### src/rtl/keccak_byte_packer.sv
// rtl/keccak_byte_packer.sv - packs a byte stream big-endian into 32-bit words with keccak is_last/byte_num framing
// Optional byte counter output msg_len is built only when KECCAK_PACKER_LEN_EN is defined.
`timescale 1ns/1ps
module keccak_byte_packer #(
  parameter int LEN_W = 32
) (
  input  logic             clk,
  input  logic             reset,
  input  logic [7:0]       s_byte,
  input  logic             s_valid,
  input  logic             s_last,
  input  logic             s_empty,
  output logic             s_ready,
  output logic [31:0]      k_in,
  output logic             k_in_ready,
  output logic             k_is_last,
  output logic [1:0]       k_byte_num,
  input  logic             k_buffer_full,
  output logic             done
`ifdef KECCAK_PACKER_LEN_EN
  ,
  output logic [LEN_W-1:0] msg_len
`endif
);

  typedef enum logic [1:0] {ST_RUN, ST_TAIL, ST_LAST, ST_DONE} state_t;

  state_t      state_q, state_d;
  logic [23:0] acc_q, acc_d;
  logic [1:0]  acc_cnt_q, acc_cnt_d;
  logic [31:0] k_in_q, k_in_d;
  logic        out_valid_q, out_valid_d;
  logic        is_last_q, is_last_d;
  logic [1:0]  byte_num_q, byte_num_d;
  logic        done_q, done_d;
  logic        out_fire, accept;
  logic [31:0] merged;
`ifdef KECCAK_PACKER_LEN_EN
  logic [LEN_W-1:0] len_q, len_d;
`endif

  always_comb begin
    out_fire = out_valid_q & ~k_buffer_full;
    s_ready  = (state_q == ST_RUN) & (~out_valid_q | out_fire);
    accept   = s_valid & s_ready;

    // Unfilled accumulator slots are always zero, so this is also the zero-padded word.
    merged = {acc_q, 8'h00};
    case (acc_cnt_q)
      2'd0:    merged[31:24] = s_byte;
      2'd1:    merged[23:16] = s_byte;
      2'd2:    merged[15:8]  = s_byte;
      default: merged[7:0]   = s_byte;
    endcase

    state_d     = state_q;
    acc_d       = acc_q;
    acc_cnt_d   = acc_cnt_q;
    k_in_d      = k_in_q;
    out_valid_d = out_valid_q;
    is_last_d   = is_last_q;
    byte_num_d  = byte_num_q;
    done_d      = done_q;

    if (out_fire) out_valid_d = 1'b0;

    case (state_q)
      ST_RUN: begin
        if (accept) begin
          if (s_last && s_empty) begin
            k_in_d      = {acc_q, 8'h00};
            byte_num_d  = acc_cnt_q;
            is_last_d   = 1'b1;
            out_valid_d = 1'b1;
            acc_d       = 24'h0;
            acc_cnt_d   = 2'd0;
            state_d     = ST_LAST;
          end else if (s_last || acc_cnt_q == 2'd3) begin
            k_in_d      = merged;
            out_valid_d = 1'b1;
            acc_d       = 24'h0;
            acc_cnt_d   = 2'd0;
            is_last_d   = 1'b0;
            byte_num_d  = 2'd0;
            if (s_last && acc_cnt_q == 2'd3) begin
              // Length multiple of 4: the core still needs an empty final word.
              state_d = ST_TAIL;
            end else if (s_last) begin
              is_last_d  = 1'b1;
              byte_num_d = acc_cnt_q + 2'd1;
              state_d    = ST_LAST;
            end
          end else begin
            acc_d     = merged[31:8];
            acc_cnt_d = acc_cnt_q + 2'd1;
          end
        end
      end
      ST_TAIL: begin
        if (out_fire) begin
          k_in_d      = 32'h0;
          is_last_d   = 1'b1;
          byte_num_d  = 2'd0;
          out_valid_d = 1'b1;
          state_d     = ST_LAST;
        end
      end
      ST_LAST: begin
        if (out_fire) begin
          done_d  = 1'b1;
          state_d = ST_DONE;
        end
      end
      default: ;
    endcase

`ifdef KECCAK_PACKER_LEN_EN
    len_d = len_q;
    if (accept && !(s_last && s_empty) && len_q != {LEN_W{1'b1}})
      len_d = len_q + 1'b1;
`endif
  end

  always_ff @(posedge clk) begin
    if (reset) begin
      state_q     <= ST_RUN;
      acc_q       <= 24'h0;
      acc_cnt_q   <= 2'd0;
      k_in_q      <= 32'h0;
      out_valid_q <= 1'b0;
      is_last_q   <= 1'b0;
      byte_num_q  <= 2'd0;
      done_q      <= 1'b0;
    end else begin
      state_q     <= state_d;
      acc_q       <= acc_d;
      acc_cnt_q   <= acc_cnt_d;
      k_in_q      <= k_in_d;
      out_valid_q <= out_valid_d;
      is_last_q   <= is_last_d;
      byte_num_q  <= byte_num_d;
      done_q      <= done_d;
    end
  end

`ifdef KECCAK_PACKER_LEN_EN
  always_ff @(posedge clk) begin
    if (reset) len_q <= '0;
    else       len_q <= len_d;
  end
  assign msg_len = len_q;
`endif

  assign k_in       = k_in_q;
  assign k_in_ready = out_valid_q;
  assign k_is_last  = is_last_q;
  assign k_byte_num = byte_num_q;
  assign done       = done_q;

endmodule

### config.mk
export PLATFORM = sky130hd
export DESIGN_NAME = keccak_byte_packer
export DESIGN_NICKNAME = d
export VERILOG_FILES = /design/src/rtl/keccak_byte_packer.sv
export SDC_FILE = /design/constraint.sdc
export NUM_CORES = 1
export LEC_CHECK = 0
export BUFFER_PORTS_ARGS = -buffer_cell sky130_fd_sc_hd__buf_2
export CAP_MARGIN = 10
export CORE_AREA = 2 2 76 78
export CTS_CLUSTER_DIAMETER = 120
export DETAILED_ROUTE_END_ITERATION = 6
export DIE_AREA = 0 0 78 80
export GPL_ROUTABILITY_DRIVEN = 0
export GPL_TIMING_DRIVEN = 0
export PLACE_DENSITY_LB_ADDON = 0.05
export SLEW_MARGIN = 20
export SYNTH_ARGS = -nofsm -noshare
export SYNTH_HDL_FRONTEND = slang
export SYNTH_SLANG_ARGS = --single-unit
### constraint.sdc
create_clock -name clk -period 3.75 [get_ports clk]
set_input_delay 0.5625 -clock clk [delete_from_list [all_inputs] [get_ports clk]]
set_output_delay 0.5625 -clock clk [all_outputs]
set_load 0.01 [all_outputs]
==> reports/results.tsv <==
metric	value	unit
Core Region	5410	sq um
crit start category	register	
aggregate global-route resource usage	0.243	
post-DR vias/cell	5.76	
Slew Viols, Final	0	
Critical Path Fanout Max	10	
DP HPWL	5170	um
area grow syn2layout	16.8	%
pin slew with the least headroom to its limit	0.698	ns
Yosys warning count	0	
die area	6240	sq um
kind of cell adding the most delay to the critical path	buffers and inverters	
CP max stage delay	0.56	ns
crit path from	state_q[0]	
DR iter-0 viols	166	
commonest non-fill, non-tap cell in the layout	dfxtp_1	
clk_lat worst skew	0.34	ns
Sink Count	65	
Root Driver	clkbuf_8	
Hold Buf Count CTS	0	
die height	80	um
H-Tree Depth	3	
reg2reg start	state_q[0]	
r2r worst-path depth	8	
layout cell share with drive strength beyond 1	0.266	
worst relative slew slack	0.533	
Hold Path Stages	2	
P_leak	1.44	nW
synthesis-stage register bit count	65	
total power	1.55	mW
setup slack, reg-to-reg	1.46	ns
RSZ-0062 raised after global routing	no	
CP endpoint kind	register	
reg2reg end	k_in[28]	
VDD IR max	232	uV
per-cell routed wire length	15.6	um
Row Count	27	
pwr/cell area	428	nW/um^2
fillers	467	
critical path depth in cells	8	
Crit Path Category	register to register	
remaining routing DRC violations	0	
CTS Buffer Depth	2	
CP max stage cell	a21oi_1	
Synth Area per Inst	9.31	sq um
setup ws final	1.46	ns
Hold Crit Class	register to register	
pin count of the biggest net entering global routing	11	
DR pass1 iterations	4	
Resized cells post-CTS	0	
Reg clk slew, reported paths	0.07	ns
last element of the critical path	k_in[28]	
Post-DRT Antenna Nets	0	
Critical Path, Cell by Cell	inv_1, ha_1, buf_2, a21oi_1, and2_1, buf_2, buf_4, o21ai_1	
setup bufs post-CTS	0	
clock skew	0.00397	ns
post-synthesis cell type count	32	
highest clock rate	437	MHz
Worst EP arrival	2.51	ns
synthesized area	3100	sq um
first-pass GRT wire length	11800	um
Via Count	2708	
Synth Instances	333	
CTS tree	yes	
routed wire length	7320	um
grt ovf	0	
fin nets	417	
Tmin final	2.29	ns
Port Buffers	50	
starting density of the core	0.574	
period utilization	0.611	
Req. time, crit path	3.98	ns
# diodes	0	
antenna violations before repair	0	
CTS buffer count	9	
endpoints failing hold	0	
Net Count, Synth	356	
endpoints failing setup	0	
setup TNS	0	ns
status	completed	
Die X	78	um
most frequent cells in the layout	dfxtp_1 (65), buf_2 (54), nand2b_1 (36)	
number of max-cap violations	0	
Place WS	1.46	ns
post-synthesis sequential area ratio	0.420	
I/O Pins	52	
critical path's most frequent cell	buf_2	
vias in the first global route	2539	
Buffers & Inverters on Critical Path	4	
-- cells in the mapped netlist (all sizes together) --
library cell / number / share of area
nor2: 30 / 0.036
nand3: 6 / 0.0097
nand2b: 36 / 0.073
or2: 1 / 0.0020
and3: 1 / 0.0020
a21oi: 9 / 0.015
ha: 9 / 0.036
buf: 7 / 0.014
clkbuf: 18 / 0.022
dfxtp: 65 / 0.42
o2111ai: 3 / 0.015
or3: 2 / 0.0040
and2: 3 / 0.0061
a21boi: 3 / 0.011
nor4bb: 1 / 0.0032
nor4b: 3 / 0.023
a22oi: 25 / 0.062
o21ai: 35 / 0.056
a21bo: 1 / 0.0032
nand4: 32 / 0.065
nand2: 5 / 0.0061
a221o: 1 / 0.0032
mux2i: 2 / 0.0065
xnor2: 1 / 0.0028
a31oi: 1 / 0.0020
inv: 6 / 0.0073
a22o: 2 / 0.0057
a211oi: 1 / 0.0024
mux2: 24 / 0.087
-- registers in the layout (all words and copies together), names as in the netlist --
signal      cells
k_in           32
acc_q          24
acc_cnt_q       2
k_byte_num      2
state_q         2
done            1
k_in_ready      1
k_is_last       1
-- worst min-delay path: stages (launching register included) --
cell,delay [ns]
dfxtp_1,0.31
nand2b_1,0.06
o21ai_1,0.05
-- worst min-delay path by stage --
stage	to	slack [ns]	startpoint
final	k_in[7]	0.46	k_in[7]
after global routing	k_in[14]	0.48	k_in[14]
after CTS	k_in[7]	0.46	k_in[7]
after detailed placement	k_in[29]	0.45	k_in[29]
after global placement	k_in[7]	0.45	k_in[7]
after floorplan	acc_q[0]	0.47	acc_q[0]
-- per-stage QoR --
stage / hold slack, ns / instance area [sq um] / util / instances
4_1_cts: 0.463 / 3620 / 0.670 / 470
6_report: 0.461 / 3620 / 0.670 / 470
2_1_floorplan: 0.473 / 3100 / - / 333
3_5_place_dp: 0.451 / 3440 / 0.637 / 455
3_3_place_gp: 0.450 / 3440 / 0.637 / 455
5_1_grt: 0.477 / 3620 / 0.670 / 470
-- cells by family after synthesis --
kind of cell,after synthesis,share of synthesized area
flops,65,0.420
xor+xnor,1,0.00283
compound gates,81,0.175
fa+ha+maj,9,0.0363
buf+inv,31,0.0428
simple gates,120,0.230
mux,26,0.0936
-- where the power goes --
group	leakage [nW]	internal [mW]	switching, mW
logic	0.825	0.100	0.177
clock network	0.0915	0.290	0.257
registers	0.526	0.713	0.0141
-- per-layer routing --
metal  up-vias  track usage  wire length, um
met5         -            0                0
met3        11       0.0452              462
met4         0        0.121              100
met1      1278        0.310             3250
met2        84        0.396             3500
li1       1335            -                -
-- layout make-up --
| cell class | instances | area [sq um] | share of cell area |
|---|---|---|---|
| plain buffers | 25 | 110 | 0.0304 |
| flip-flops and latches | 65 | 1300 | 0.359 |
| repair buffers | 50 | 250 | 0.0691 |
| clock inverters | 2 | 12.5 | 0.00345 |
| inverters | 6 | 22.5 | 0.00622 |
| multi-input cells | 237 | 1670 | 0.460 |
| well taps | 72 | 90.1 | 0.0249 |
| clock buffers | 13 | 169 | 0.0466 |
Note: power is estimated with default switching activity, not from simulation.
